### config.mk
export PLATFORM = sky130hd
export DESIGN_NAME = alu_input_sequencer
export DESIGN_NICKNAME = d
export VERILOG_FILES = /design/src/rtl/alu_input_sequencer.sv
export SDC_FILE = /design/constraint.sdc
export NUM_CORES = 1
export LEC_CHECK = 0
export CAP_MARGIN = 5
export CORE_MARGIN = 3
export CORE_UTILIZATION = 30
export DETAILED_ROUTE_END_ITERATION = 10
export GPL_TIMING_DRIVEN = 0
export MAX_ROUTING_LAYER = met4
export PLACE_DENSITY = 0.55
export SLEW_MARGIN = 10
export SYNTH_ARGS = -nofsm -noshare
export SYNTH_HDL_FRONTEND = slang
export SYNTH_SLANG_ARGS = --single-unit
export TNS_END_PERCENT = 50
### constraint.sdc
create_clock -name clk -period 2.1 [get_ports clk]
set_clock_uncertainty 0.05 [all_clocks]
set_input_delay 0.21 -clock clk [delete_from_list [all_inputs] [get_ports clk]]
set_output_delay 0.21 -clock clk [all_outputs]
set_load 0.02 [all_outputs]
### src/rtl/alu_input_sequencer.sv
// -----------------------------------------------------------------------------
// alu_input_sequencer
//
// Purpose:
//   Input-side sequencer for the ALU demo. Synchronizes and debounces the raw
//   execute (btnC) and clear (btnU) buttons, turns each accepted press into a
//   single-cycle pulse, and walks a LOAD_A -> LOAD_B -> EXEC -> SHOW state
//   machine. The result is one-cycle register-load strobes for reg_A, reg_B
//   and the result register, plus the latched operand byte and opcode.
//
// Parameters:
//   DEBOUNCE_CYCLES  consecutive stable samples needed to accept a level change
//   CNT_W            debounce counter width, 2**CNT_W > DEBOUNCE_CYCLES
//   DATA_W           operand width
//
// Ports:
//   clk          in   system clock (100 MHz)
//   reset        in   asynchronous, active-high reset
//   btn_execute  in   raw execute button (asynchronous, bouncy)
//   btn_clear    in   raw clear button (asynchronous, bouncy)
//   sw_data      in   operand switches
//   sw_op        in   operation switches
//   result_in    in   current result register value (chained mode only)
//   data_out     out  operand presented to reg_A / reg_B
//   operation    out  opcode latched in EXEC
//   enable_A     out  one-cycle load strobe for reg_A
//   enable_B     out  one-cycle load strobe for reg_B
//   enable_Y     out  one-cycle load strobe for the result register
//   clear        out  one-cycle synchronous clear strobe for A/B/Y
//   stage        out  current state code for the status LEDs
//
// Build option:
//   ALU_CHAIN_RESULT_EN  when defined, an execute press in SHOW loads the
//                        previous result into reg_A and continues at LOAD_B,
//                        so results can be chained into the next calculation.
// -----------------------------------------------------------------------------
module alu_input_sequencer #(
    parameter int DEBOUNCE_CYCLES = 1000000,
    parameter int CNT_W           = 20,
    parameter int DATA_W          = 8
) (
    input  logic              clk,
    input  logic              reset,
    input  logic              btn_execute,
    input  logic              btn_clear,
    input  logic [DATA_W-1:0] sw_data,
    input  logic [3:0]        sw_op,
    input  logic [DATA_W-1:0] result_in,
    output logic [DATA_W-1:0] data_out,
    output logic [3:0]        operation,
    output logic              enable_A,
    output logic              enable_B,
    output logic              enable_Y,
    output logic              clear,
    output logic [1:0]        stage
);

    // Button lanes inside the packed vectors below.
    localparam int BTN_EXEC = 0;
    localparam int BTN_CLR  = 1;

    localparam logic [CNT_W-1:0] CNT_LAST = CNT_W'(DEBOUNCE_CYCLES - 1);

    typedef enum logic [1:0] {
        LOAD_A = 2'd0,
        LOAD_B = 2'd1,
        EXEC   = 2'd2,
        SHOW   = 2'd3
    } state_t;

    // -------------------------------------------------------------------------
    // Button conditioning: 2-flop synchronizer, debouncer, press detector
    // -------------------------------------------------------------------------
    logic [1:0]       btn_raw;
    logic [1:0]       sync_meta;
    logic [1:0]       sync_q;
    logic [1:0]       deb_level;
    logic [1:0]       deb_level_q;
    logic [1:0]       press;
    logic [CNT_W-1:0] deb_cnt [2];

    assign btn_raw = {btn_clear, btn_execute};

    // NOTE: every clocked register uses non-blocking (<=) assignments so all
    // flops sample their inputs from before the edge; blocking assignments here
    // would collapse the synchronizer stages into a single flop.
    always_ff @(posedge clk or posedge reset) begin
        if (reset) begin
            sync_meta   <= '0;
            sync_q      <= '0;
            deb_level   <= '0;
            deb_level_q <= '0;
            press       <= '0;
            for (int i = 0; i < 2; i++) begin
                deb_cnt[i] <= '0;
            end
        end else begin
            sync_meta <= btn_raw;
            sync_q    <= sync_meta;

            for (int i = 0; i < 2; i++) begin
                if (sync_q[i] == deb_level[i]) begin
                    // Any bounce back to the accepted level restarts the count.
                    deb_cnt[i] <= '0;
                end else if (deb_cnt[i] == CNT_LAST) begin
                    deb_level[i] <= sync_q[i];
                    deb_cnt[i]   <= '0;
                end else begin
                    deb_cnt[i] <= deb_cnt[i] + 1'b1;
                end
            end

            // Rising edge of the debounced level only: releases and held
            // buttons produce nothing.
            press       <= deb_level & ~deb_level_q;
            deb_level_q <= deb_level;
        end
    end

    // -------------------------------------------------------------------------
    // Operand-entry state machine
    // -------------------------------------------------------------------------
    state_t            state_q;
    state_t            state_d;
    logic [DATA_W-1:0] data_d;
    logic [3:0]        op_d;
    logic              en_a_d;
    logic              en_b_d;
    logic              en_y_d;
    logic              clear_d;

    // NOTE: every signal driven here gets a default before any branch so no
    // path leaves it unassigned, which would otherwise infer a latch.
    always_comb begin
        state_d = state_q;
        data_d  = data_out;
        op_d    = operation;
        en_a_d  = 1'b0;
        en_b_d  = 1'b0;
        en_y_d  = 1'b0;
        clear_d = 1'b0;

        if (press[BTN_CLR]) begin
            // Clear wins over a simultaneous execute press, even in EXEC.
            clear_d = 1'b1;
            data_d  = '0;
            op_d    = '0;
            state_d = LOAD_A;
        end else begin
            case (state_q)
                LOAD_A: begin
                    if (press[BTN_EXEC]) begin
                        data_d  = sw_data;
                        en_a_d  = 1'b1;
                        state_d = LOAD_B;
                    end
                end
                LOAD_B: begin
                    if (press[BTN_EXEC]) begin
                        data_d  = sw_data;
                        en_b_d  = 1'b1;
                        state_d = EXEC;
                    end
                end
                EXEC: begin
                    op_d    = sw_op;
                    en_y_d  = 1'b1;
                    state_d = SHOW;
                end
                SHOW: begin
                    if (press[BTN_EXEC]) begin
`ifdef ALU_CHAIN_RESULT_EN
                        data_d  = result_in;
                        en_a_d  = 1'b1;
                        state_d = LOAD_B;
`else
                        state_d = LOAD_A;
`endif
                    end
                end
                default: state_d = LOAD_A;
            endcase
        end
    end

    always_ff @(posedge clk or posedge reset) begin
        if (reset) begin
            state_q   <= LOAD_A;
            data_out  <= '0;
            operation <= '0;
            enable_A  <= 1'b0;
            enable_B  <= 1'b0;
            enable_Y  <= 1'b0;
            clear     <= 1'b0;
        end else begin
            state_q   <= state_d;
            data_out  <= data_d;
            operation <= op_d;
            enable_A  <= en_a_d;
            enable_B  <= en_b_d;
            enable_Y  <= en_y_d;
            clear     <= clear_d;
        end
    end

    assign stage = state_q;

`ifndef ALU_CHAIN_RESULT_EN
    // result_in only feeds the chained-result path.
    logic unused_result_in;
    assign unused_result_in = ^result_in;
`endif

endmodule

* After elaboration in Yosys (flattened, before gate mapping)
Index checks and enable logic that the tools add are counted.
** Cells by class
- Muxes and demuxes :: 22
- Reductions and logical operators :: 9
- Equal/unequal tests :: 10
- Bitwise operators :: 4
- $add $sub $neg :: 2
** Operator list (number)
- $mux W20 :: 4
- $add A20 B1 Y20 const B :: 2
- $eq A20 B20 Y1 const B :: 2
- $mux W8 :: 3
- $ne A3 B3 Y1 const B :: 3
- $mux W1 :: 8
- $mux W2 :: 4
- $mux W4 :: 2
- $pmux W2 S4 :: 1
- $reduce_and A2 Y1 :: 3
- $reduce_bool A2 Y1 :: 3
- $eq A2 B2 Y1 const B :: 2
- $reduce_and A3 Y1 :: 1
- $and A2 B2 Y2 :: 1
- $eq A1 B1 Y1 :: 2
- $eq A2 B1 Y1 const B :: 1
- $logic_not A2 Y1 :: 1
- $not A1 Y1 :: 2
- $not A2 Y2 :: 1
- $reduce_or A2 Y1 :: 1
** Storage, ports and cells
- Bits of input ports :: 24
- Output and inout bits :: 18
- Register bits after elaboration :: 68

* Logic depth before layout (Yosys ltp)
- Depth after elaboration :: 4
- Depth in mapped cells :: 6
- Mapped depth without buffers :: 6

* Least setup slack after synthesis
No wires, ideal clock.
- Path kind :: register -> register
- Start :: register deb_cnt[10] (netlist name)
- End :: register deb_level[1]
- Path buffers :: 0
- Library setup time :: 0.128 ns
- Path slack :: 0.065 ns
- Arrival time :: 1.857 ns
- Period minus slack after synthesis :: 2.035 ns
- Stages on the path, launching flop included :: 5
- Cells stage by stage :: dfrtp_1 or4b_1 or4_4 nor2_2 mux2_1
** Between the ends
- Cells in the longest elaborated chain, start to end :: 2
** Ends and longest elaborated chain
- start, declared :: line 80 : logic [CNT_W-1:0] deb_cnt [2];
- start signal, assigned by index :: line 109 : deb_cnt[i] <= deb_cnt[i] + 1'b1;
- $eq A20 B20 Y1 :: line 105 : end else if (deb_cnt[i] == CNT_LAST) begin
- $reduce_and A2 Y1 (no line)
- end signal, assigned by index :: line 106 : deb_level[i] <= sync_q[i];
- end, declared :: line 77 : logic [1:0] deb_level;
Every way passes these cells.
A chain may end at the register's enable or synchronous reset.

* Final worst setup path
- Start :: register deb_cnt[11] (netlist name)
- End :: register deb_level[1]
The elaborated chain is that of the path after synthesis.

==> metrics <==
via/cell ratio between 4 and 5; Cell Area, Placed between 0.003 and 0.004 mm^2; Root Buffer clkbuf_8; io pins 42; Post-synth EDFFs 0; Residual DRC 0; largest net degree at the start of global routing 43; core area around 0.01 mm^2; 1st-pass router iterations 4; CTS tree yes; hold_buf cts 0; P_int 2.06 mW; Synth warnings 0; sequential power share 0.509; Die Wd about 110 um; PortBufs 33; share of layout cells above drive strength 1 0.133; setup TNS 0 ps; Mapped Area around 0.003 mm^2; clock sinks between 60 and 70; Tcrit/Tclk final 0.977; Critical Path Sink Type flip-flop; Leak roughly 1.6 nW; All-Layer GR Usage 0.115; Crit Path Max Fanout 3; kind of critical path flip-flop to flip-flop; Unique masters post-synth 39; R2R Setup Slk roughly 48 ps; Final min period 2050 ps; Top FF cell, synth dfrtp_1; syn_nets between 300 and 400; grt ovf 0; sequential area share after synthesis 0.553; dpl ws -156 ps; post-route antenna net violation count 0; Clock Latency Late Sink ~340 ps; critical path startpoint category flip-flop; H-Tree Level Count 3; Req. time, crit path about 2300 ps; routed wire length 5720 um; Slew Limit Headroom 0.613; CTS clk-pin slew, worst paths 80 ps; via count between 2k and 2.5k; Combinational Power Share 0.052; vias in the first global route roughly 2.1k; flops & latches, synth 68; hpwl dp 3870 um; clock buffer depth 2; WL per Instance 11.9 um; Worst VDD drop roughly 0.34 mV; nets@finish about 370; DRT iter0 DRCs 92; Util after Layout 0.398; Final Hold Vio Count 0; Psw ~0.58 mW; Max Cap Viol 0; Hold/Removal Path Class input pin to asynchronous set/reset pin; cell count after synthesis ~290; top-area cell type share of the netlist area 0.553; Arrival @ worst endpoint about 2200 ps; Initial Util 0.312; first-pass GRT wire length about 10000 um; Row Count 36; initial antenna violation count 0; Mapped Avg Cell Area about 11 um^2; ys async rst share 1.00; clock share of power 0.438; top post-synthesis cells by area dfrtp_1, xnor2_1, nor2_1, mux2i_1, ha_1; P per Cell Area between 600 and 700 mW/mm^2; cell taking the most area after synthesis dfrtp_1; R2R cell count 4; fin area 0.00393 mm^2; setup violators final 0; CTS Buf Count 9; Worst Slack Setup Final between 40 and 50 ps; Peak Freq 0.487 GHz; diode count 0; RSZ-0062 raised after global routing true; Max Slew Vio Count 0; Tightest Pin Transition approximately 580 ps; Chip Height 107 um; status completed; switching share of power 0.219; gp weighted congestion around 0.79; synthesis-to-layout area growth 27.7%; Die ar. roughly 0.012 mm^2
[power groups by stage]
stage / registers, mW / logic (mW) / clock network, mW
5_1_grt: 1.35 / 0.156 / 1.24
2_1_floorplan: 1.38 / 0.0547 / 0
3_5_place_dp: 1.37 / 0.131 / 0
3_3_place_gp: 1.37 / 0.125 / 0
4_1_cts: 1.34 / 0.137 / 1.19
6_report: 1.34 / 0.138 / 1.16
[flip-flops by register name (all words and copies together) (netlist names)]
name,flops
enable_B,1
sync_meta,2
data_out,8
stage,2
deb_level,2
deb_cnt,40
deb_level_q,2
operation,4
press,2
clear,1
sync_q,2
enable_Y,1
enable_A,1
[critical path, cell delays in order (launching register included)]
cell     delay, ps
dfrtp_1        410
or4b_1         500
or4_4          530
nor2_4         140
mux2_4         310
[cell families after synthesis]
kind of cell               Yosys count  synth area share
adders and majority gates            6            0.0244
buffers and inverters               20            0.0276
AOI/OAI and AO/OA                   13            0.0285
muxes                               18            0.0593
DFF                                 68             0.553
xor gates and xnor gates            33            0.0939
and+or+nand+nor                    130             0.213
[through the flow]
| stage | std cells | power [mW] | hold WS [ps] |
|---|---|---|---|
| detailed placement | 455 | 1.50 | 298 |
| finish | 480 | 2.64 | 151 |
| global route | 480 | 2.75 | 178 |
| CTS | 475 | 2.67 | 152 |
| global placement | 454 | 1.49 | 285 |
| floorplan | 288 | 1.43 | 191 |
[cells in the final DEF, fill, tap and decap left out, types with 3 or more instances in the layout]
cell type / instances
a21oi_1: 4
buf_4: 9
clkbuf_1: 3
clkbuf_8: 9
clkdlybuf4s50_1: 33
clkinv_2: 3
dfrtp_1: 68
ha_1: 6
inv_1: 13
mux2i_1: 16
nand2_1: 10
nand3_1: 10
nand4_1: 11
nor2_1: 56
nor2b_1: 3
nor3_1: 10
nor4_1: 10
o21ai_0: 4
xnor2_1: 28
xor2_1: 5
[area by class of cell]
cell class	instances	area [um^2]
tap	133	166
fill	932	5930
clock buffer	9	124
sequential	68	1700
buffer	6	35.0
timing repair buffer	43	418
inverter	14	55.1
multi-input combinational	200	1340
clock inverter	7	91.3
[path summary, 6_finish.rpt]
| check | startpoint | endpoint |
|---|---|---|
| setup / recovery | deb_cnt[11] | deb_level[1] |
| hold / removal | reset | data_out[3] |
| setup reg to reg | deb_cnt[11] | deb_level[1] |
| hold reg to reg | sync_meta[1] | sync_q[1] |
| max in group asynchronous | reset | deb_cnt[12] |
| min in group clk | btn_execute | sync_meta[0] |
[metal layers]
| metal | share of wire | wire [um] | track usage | vias up |
|---|---|---|---|---|
| met2 | 0.43 | 2440 | 0.161 | 50 |
| met3 | 0.051 | 294 | 0.0300 | 8 |
| met1 | 0.50 | 2890 | 0.157 | 1031 |
| met5 | 0 | 0 | - | - |
| met4 | 0.017 | 97 | 0.0493 | 0 |
| li1 | - | - | - | 1088 |
[synthesized netlist by cell type, drive strengths merged (3+ instances only)]
| cell | number |
|---|---|
| dfrtp | 68 |
| nor2 | 58 |
| xnor2 | 28 |
| mux2i | 16 |
| inv | 14 |
| nand4 | 12 |
| nor4 | 12 |
| nand3 | 11 |
| nand2 | 10 |
| nor3 | 10 |
| o21ai | 7 |
| ha | 6 |
| xor2 | 5 |
| a21oi | 4 |
| clkbuf | 4 |
| nor2b | 3 |
| or4b | 3 |
[repair_timing]
| action | 4_1_cts | 5_1_grt |
|---|---|---|
| gates resized for setup | 3 | 7 |
| endpoints found under the setup margin | 27 | 32 |
| setup buffers | 4 | 5 |
| pin swaps | 1 | 2 |
Power figures use the tool's default switching activity.
